File: config.mk
export PLATFORM = sky130hd
export DESIGN_NAME = lsu_bus_ctrl
export DESIGN_NICKNAME = d
export VERILOG_FILES = /design/src/rtl/lsu_bus_ctrl.sv
export SDC_FILE = /design/constraint.sdc
export NUM_CORES = 1
export LEC_CHECK = 0
export BUFFER_PORTS_ARGS = -buffer_cell sky130_fd_sc_hd__buf_4
export CORE_ASPECT_RATIO = 0.7
export CORE_MARGIN = 5
export CORE_UTILIZATION = 35
export CTS_CLUSTER_DIAMETER = 120
export DETAILED_ROUTE_END_ITERATION = 8
export GPL_TIMING_DRIVEN = 0
export SYNTH_ARGS = -nofsm -noshare
export SYNTH_HDL_FRONTEND = slang
export SYNTH_SLANG_ARGS = --single-unit
File: constraint.sdc
create_clock -name clk -period 3.15 [get_ports clk]
set_clock_uncertainty 0.05 [all_clocks]
set_input_delay 0.315 -clock clk [delete_from_list [all_inputs] [get_ports clk]]
set_output_delay 0.315 -clock clk [all_outputs]
set_load 0.005 [all_outputs]
File: src/rtl/lsu_bus_ctrl.sv
// Load/store bus sequencer: one valid/ack bus transaction per memory instruction,
// with stall generation, load lane formatting, misalignment rejection and timeout abort.
module lsu_bus_ctrl #(
  parameter int TIMEOUT = 16,
  parameter int CNT_W   = 5
) (
  input  logic        clk,
  input  logic        rst,
  input  logic        core_valid,
  input  logic        core_we,
  input  logic [31:0] core_addr,
  input  logic [31:0] core_wdata,
  input  logic [3:0]  core_mask,
  input  logic [2:0]  load_ctrl,
  output logic        stall,
  output logic [31:0] load_data,
  output logic        done,
  output logic        misalign,
  output logic        bus_err,
  output logic        bus_req,
  output logic        bus_we,
  output logic [31:0] bus_addr,
  output logic [3:0]  bus_be,
  output logic [31:0] bus_wdata,
  input  logic        bus_ack,
  input  logic [31:0] bus_rdata
);

  typedef enum logic [1:0] {IDLE, BUS, DONE} state_t;

  localparam logic [CNT_W-1:0] CNT_LAST = CNT_W'(TIMEOUT - 1);

  state_t           state;
  logic [CNT_W-1:0] cnt;
  logic             we_p0;
  logic [31:0]      addr_p0;
  logic [31:0]      wdata_p0;
  logic [3:0]       be_p0;
  logic [2:0]       ctrl_p0;
  logic             start;

  function automatic logic misaligned_f(input logic [2:0] ctrl, input logic [1:0] a);
    case (ctrl)
      3'b000, 3'b011: return 1'b0;
      3'b001, 3'b100: return a[0];
      default:        return a != 2'b00;
    endcase
  endfunction

  // Sub-word stores take the caller's mask; word stores ignore it since it is undefined there.
  function automatic logic [3:0] be_f(input logic we, input logic [2:0] ctrl,
                                      input logic [3:0] mask);
    if (!we) return 4'b1111;
    case (ctrl)
      3'b000, 3'b001, 3'b011, 3'b100: return mask;
      default:                        return 4'b1111;
    endcase
  endfunction

  function automatic logic [31:0] format_f(input logic [2:0] ctrl, input logic [1:0] a,
                                           input logic [31:0] rdata);
    logic        [7:0]  b;
    logic        [15:0] h;
    logic signed [7:0]  sb;
    logic signed [15:0] sh;
    b = rdata[7:0];
    case (a)
      2'd1:    b = rdata[15:8];
      2'd2:    b = rdata[23:16];
      2'd3:    b = rdata[31:24];
      default: b = rdata[7:0];
    endcase
    h  = a[1] ? rdata[31:16] : rdata[15:0];
    sb = $signed(b);
    sh = $signed(h);
    case (ctrl)
      3'b000:  return 32'(sb);
      3'b001:  return 32'(sh);
      3'b011:  return {24'h0, b};
      3'b100:  return {16'h0, h};
      default: return rdata;
    endcase
  endfunction

  assign misalign  = (state == IDLE) && core_valid && misaligned_f(load_ctrl, core_addr[1:0]);
  assign start     = (state == IDLE) && core_valid && !misaligned_f(load_ctrl, core_addr[1:0]);
  assign stall     = start || (state == BUS);
  assign bus_we    = we_p0;
  assign bus_addr  = {addr_p0[31:2], 2'b00};
  assign bus_be    = be_p0;
  assign bus_wdata = wdata_p0;

  always_ff @(posedge clk) begin
    if (rst) begin
      state     <= IDLE;
      cnt       <= '0;
      we_p0     <= 1'b0;
      addr_p0   <= '0;
      wdata_p0  <= '0;
      be_p0     <= '0;
      ctrl_p0   <= '0;
      bus_req   <= 1'b0;
      done      <= 1'b0;
      bus_err   <= 1'b0;
      load_data <= '0;
    end else begin
      done    <= 1'b0;
      bus_err <= 1'b0;
      case (state)
        IDLE: begin
          if (start) begin
            we_p0    <= core_we;
            addr_p0  <= core_addr;
            wdata_p0 <= core_wdata;
            be_p0    <= be_f(core_we, load_ctrl, core_mask);
            ctrl_p0  <= load_ctrl;
            cnt      <= '0;
            bus_req  <= 1'b1;
            state    <= BUS;
          end
        end
        // Ack wins over timeout when both land on the final wait cycle.
        BUS: begin
          if (bus_ack) begin
            load_data <= we_p0 ? 32'h0 : format_f(ctrl_p0, addr_p0[1:0], bus_rdata);
            done      <= 1'b1;
            bus_req   <= 1'b0;
            state     <= DONE;
          end else if (cnt == CNT_LAST) begin
            load_data <= 32'h0;
            bus_err   <= 1'b1;
            done      <= 1'b1;
            bus_req   <= 1'b0;
            state     <= DONE;
          end else begin
            cnt <= cnt + 1'b1;
          end
        end
        DONE:    state <= IDLE;
        default: state <= IDLE;
      endcase
    end
  end

endmodule

# Word-level counts from Yosys, hierarchy flattened
# Index checks and enable logic that the tools add are counted.
# word_totals
output_inout_bits	106
ff_bits	114
wordCells	77
# classes
add_sub_neg	1
bitwise_logic	1
eq_ne	15
n_reduce_logical	21
muxes	28
# ops
cell	n
one-hot mux 32 bit (4 select lines)	1
two-way mux 32 bit	3
one-hot mux 8 bit (3 select lines)	1
two-way mux 16 bit	1
two-way mux 5 bit	3
two-way mux 4 bit	3
one-hot mux 5 bit (2 select lines)	1
two-way mux 1 bit	9
== test 3 x 1 -> 1 bit (second input constant)	2
== test 3 x 2 -> 1 bit (second input constant)	2
== test 3 bit (second input constant)	2
zero test 3 bit	2
two-way mux 2 bit	3
!= test 2 bit (second input constant)	3
AND reduction 2 bit	3
nonzero test 2 bit	3
OR reduction 2 bit	3
adder 5 x 1 -> 5 bit (second input constant)	1
== test 5 x 4 -> 1 bit (second input constant)	1
== test 2 x 1 -> 1 bit (second input constant)	2
== test 2 bit (second input constant)	2
one-hot mux 1 bit (2 select lines)	2
one-hot mux 2 bit (2 select lines)	1
AND reduction 4 bit	1
9 further kinds	11

# Longest topological paths before layout
# depth
ltp_word	9
ltp_mapped	8
ltp_nobuf	7

# Worst setup path before layout
# No wires, ideal clock.
# synth_path
path_type	reg2reg
startpoint	reg cnt[0]
endpoint	reg cnt[3]
setup_time_ns	0.078
stages_incl_launch_ff	8
slack_ns	1.197
arrival_ns	1.825
t_required_ns	3.022
path_buffers	0
path_cell_list	dfxtp_1 ha_1 and3_1 ha_1 nor4b_1 nand4_1 xor2_1 nor3_1
# synth_between
elab_chain_cells	4
# synth_rtl
item	line	text
start: declaration	34	logic [CNT_W-1:0] cnt;
start signal: assignment	136	cnt <= cnt + 1'b1;
adder 5 x 1 -> 5 bit	136	
two-way mux 5 bit	129	end else if (cnt == CNT_LAST) begin
two-way mux 5 bit	124	if (bus_ack) begin
one-hot mux 5 bit (2 select lines)	109	case (state)
# Parallel ways exist; a longest one is shown, timed or not. The select of a mux whose other input is x is not followed.
# A chain may end at the register's enable or synchronous reset.

# Worst setup path in the final report
# layout_path
startpoint	reg state[1]
endpoint	out stall
# layout_between
elab_chain_cells	4
# layout_rtl
item	line	text
start: declaration	33	state_t state;
start signal: assignment	95	state <= IDLE;
start signal: assignment	119	state <= BUS;
start signal: assignment	128	state <= DONE;
zero test 2 bit	86	assign start = (state == IDLE) && core_valid && !misaligned_f(load_ctrl, core_addr[1:0]);
logical AND 1 bit (2 in series)	86	
logical OR 1 bit (*)	87	assign stall = start || (state == BUS);
end: declaration	15	output logic stall,
# Mark *: on every way between the ends. The rest lies on a longest branch, timed or not.

==> reports/results.ini <==
[status]
status = complete, no violations

[synthesis]
syn_avg_cell_area_um2 = 8.30
synth_top_area_cell = dfxtp_1
synth_area_leaders = dfxtp_1, a21oi_1, o21ai_0
synthArstFlopShare = 0
synth_warnings = 0
synth-edff-count = 0
yosys_register_bits = 114
ys_seq_area_frac = 0.427
yosysTopAreaCellShare = 0.427
syn_area_um2 = 5350
synth_ff_type = dfxtp_1
synth.distinct_cells = 48
synthCells = 644

[clocking]
numCtsBuffers = 17
worstSkewPairLatency_ps = 410
path_clk_slew_ps = 50
clkSinkCount = 114
cts_buffer_depth = 2
root_buffer = clkbuf_16
postCtsHoldBufs = 0
cts_max_level = 4
cts_resized = 0
cts_tree = built
post-cts-setup-buffers = 0

[drt]
drc_errors = 0
drt-vias-per-instance = 5.25
dr.pass1.iters = 6
detail-route-antenna-nets = 0
wl_per_cell_um = 17.7
routed_wl_mm = 19.2
drt_iter0_drc = 297
vias = 5685

[setup_path]
crit_start = state[1]$_SDFFE_PP0P_
crit_type = reg2out
worstPathRequired_ps = 2780
cp_cell_sequence = nor2_1 > and2_1 > clkbuf_1 > clkbuf_1 > nand2_1 > nand2_1 > buf_4
reg2reg_to = load_data[6]$_SDFFE_PP0P_
regToRegSetupSlack_ps = 740
worst_setup_path_end_kind = output port
critPathMaxFanout = 10
reg2reg_depth = 6
crit_path_top_delay_cell = clkbuf_1
cp_slowest_stage_delay_ps = 440
cp.arrival_ps = 2270
crit_path_start_kind = flop
worstSetupEndpoint = stall
r2r-start = ctrl_p0[0]$_SDFFE_PP0P_

[sta]
finalCritPeriodShare = 0.835
fin_tns_setup_ps = 0
maxSlewViolCount = 0
timing.hold.ws_ps = 71.0
max_freq_mhz = 380
period_minus_slack_ps = 2630
rsz0062_at_grt = no
setup_violations = 0
worst_slew_pin_slew_ps = 798
timing.final.ws_setup_ps = 518
hold_violations = 0
relSlewSlack = 0.460

[final_layout]
fin_util = 0.524
final_cell_area_um2 = 7760
fin_nets = 985
area_growth_pct = 45.1
drive_above_1_share = 0.355
n_antenna_cell = 0

[run]
max_cap_viol_count = 0

[pwr]
power_leakage_uw = 0.00323
ir_worst_vdd_uv = 354
power_density_nw_per_um2 = 531

[die]
die_w_um = 158
rows = 37
dieArea_um2 = 17900
die_h_um = 113
pin_count = 214
start_util = 0.361
core_area_um2 = 14800

[grt]
met1_usage = 0.280
use_met3 = 0.0834
grt_usage = 0.212
globalRouteMet2Util = 0.316
antenna_found_initial = 0
grt_start_max_net_pins = 17
grt_pass1_wl_mm = 29.9
grt_pass1_vias = 5735
busiest_layer = met2
grt.overflow.total = 0

[placed_design]
pre_cts_slack_ps = 758
globalplace.congestion = 0.856
placed_area_um2 = 7180
portBuffers = 211
dpl.hpwl_mm = 14.7

[min_path]
hold_path.class = in2reg
hold_start = bus_ack

-- state kept, by name (all words and copies together), names as in the netlist --
name / flops
addr_p0: 32
bus_be: 4
bus_err: 1
bus_req: 1
bus_wdata: 32
bus_we: 1
cnt: 5
ctrl_p0: 3
done: 1
load_data: 32
state: 2
-- worst max-delay path, delay by kind of cell (launching register included) --
| kind | cells | cell delay, ps |
|---|---|---|
| DFF | 1 | 330 |
| and+or+nand+nor | 4 | 570 |
| buffers and inverters | 3 | 960 |
-- worst min path at each step --
stage                                 end  cells past startpoint
4_1_cts                bus_err$_SDFF_PP0_                      2
2_1_floorplan          bus_err$_SDFF_PP0_                      1
3_5_place_dp   load_data[23]$_SDFFE_PP0P_                      2
3_3_place_gp   load_data[23]$_SDFFE_PP0P_                      2
6_report               bus_err$_SDFF_PP0_                      2
5_1_grt                bus_err$_SDFF_PP0_                      2
-- Yosys cell counts, types with 8 or more instances --
cell and number:
a21oi_1 88, a221o_1 8, buf_2 8, buf_4 33, clkbuf_1 45, dfxtp_1 114
nand2_1 43, nand3_1 70, nand4b_1 8, nor2_1 26, nor3_1 8, o211ai_1 10
o21ai_0 80, o21ai_2 10
-- logic make-up after synthesis --
| family | Yosys count | synth area share |
|---|---|---|
| xor+xnor | 3 | 0.00492 |
| flops | 114 | 0.427 |
| mux | 12 | 0.0265 |
| other cells | 1 | 0.000702 |
| simple gates | 192 | 0.191 |
| compound gates | 224 | 0.249 |
| fa+ha+maj | 2 | 0.00468 |
| buf+inv | 96 | 0.0960 |
-- power by group --
group | switching (uW) | internal, uW
logic | 367 | 319
clock network | 662 | 1210
registers | 39.0 | 1520
total | 1070 | 3050
-- through the flow --
step / cells / power, uW
global route: 1083 / 4300
global placement: 1051 / 2250
floorplan: 645 / 1920
detailed placement: 1051 / 2270
CTS: 1083 / 4160
finish: 1083 / 4120
-- routing by layer --
layer  up-vias  wire length (um)
met4         0               388
met5         -                 0
met3        28              1780
met2       207              8560
li1       2759                 -
met1      2691              8450
-- cells in the final DEF, fill, tap and decap left out, types with 8 or more instances in the layout --
| cell | count |
|---|---|
| nor2_1 | 26 |
| dfxtp_1 | 114 |
| nand2_1 | 43 |
| a221o_1 | 8 |
| a21oi_1 | 88 |
| nand4b_1 | 8 |
| o211ai_1 | 10 |
| clkbuf_16 | 17 |
| buf_4 | 244 |
| clkbuf_1 | 46 |
| o21ai_2 | 10 |
| buf_2 | 8 |
| nor3_1 | 8 |
| nand3_1 | 70 |
| o21ai_0 | 80 |
-- cell type report --
type	instances	area, um2
sequential	114	2280
multi-input combinational	435	2550
buffer	93	502
tap	195	244
clock inverter	11	110
inverter	3	11.3
clock buffer	21	470
fill	1420	7060
timing repair buffer	211	1580
No activity file was read; power rests on OpenSTA's default activity.
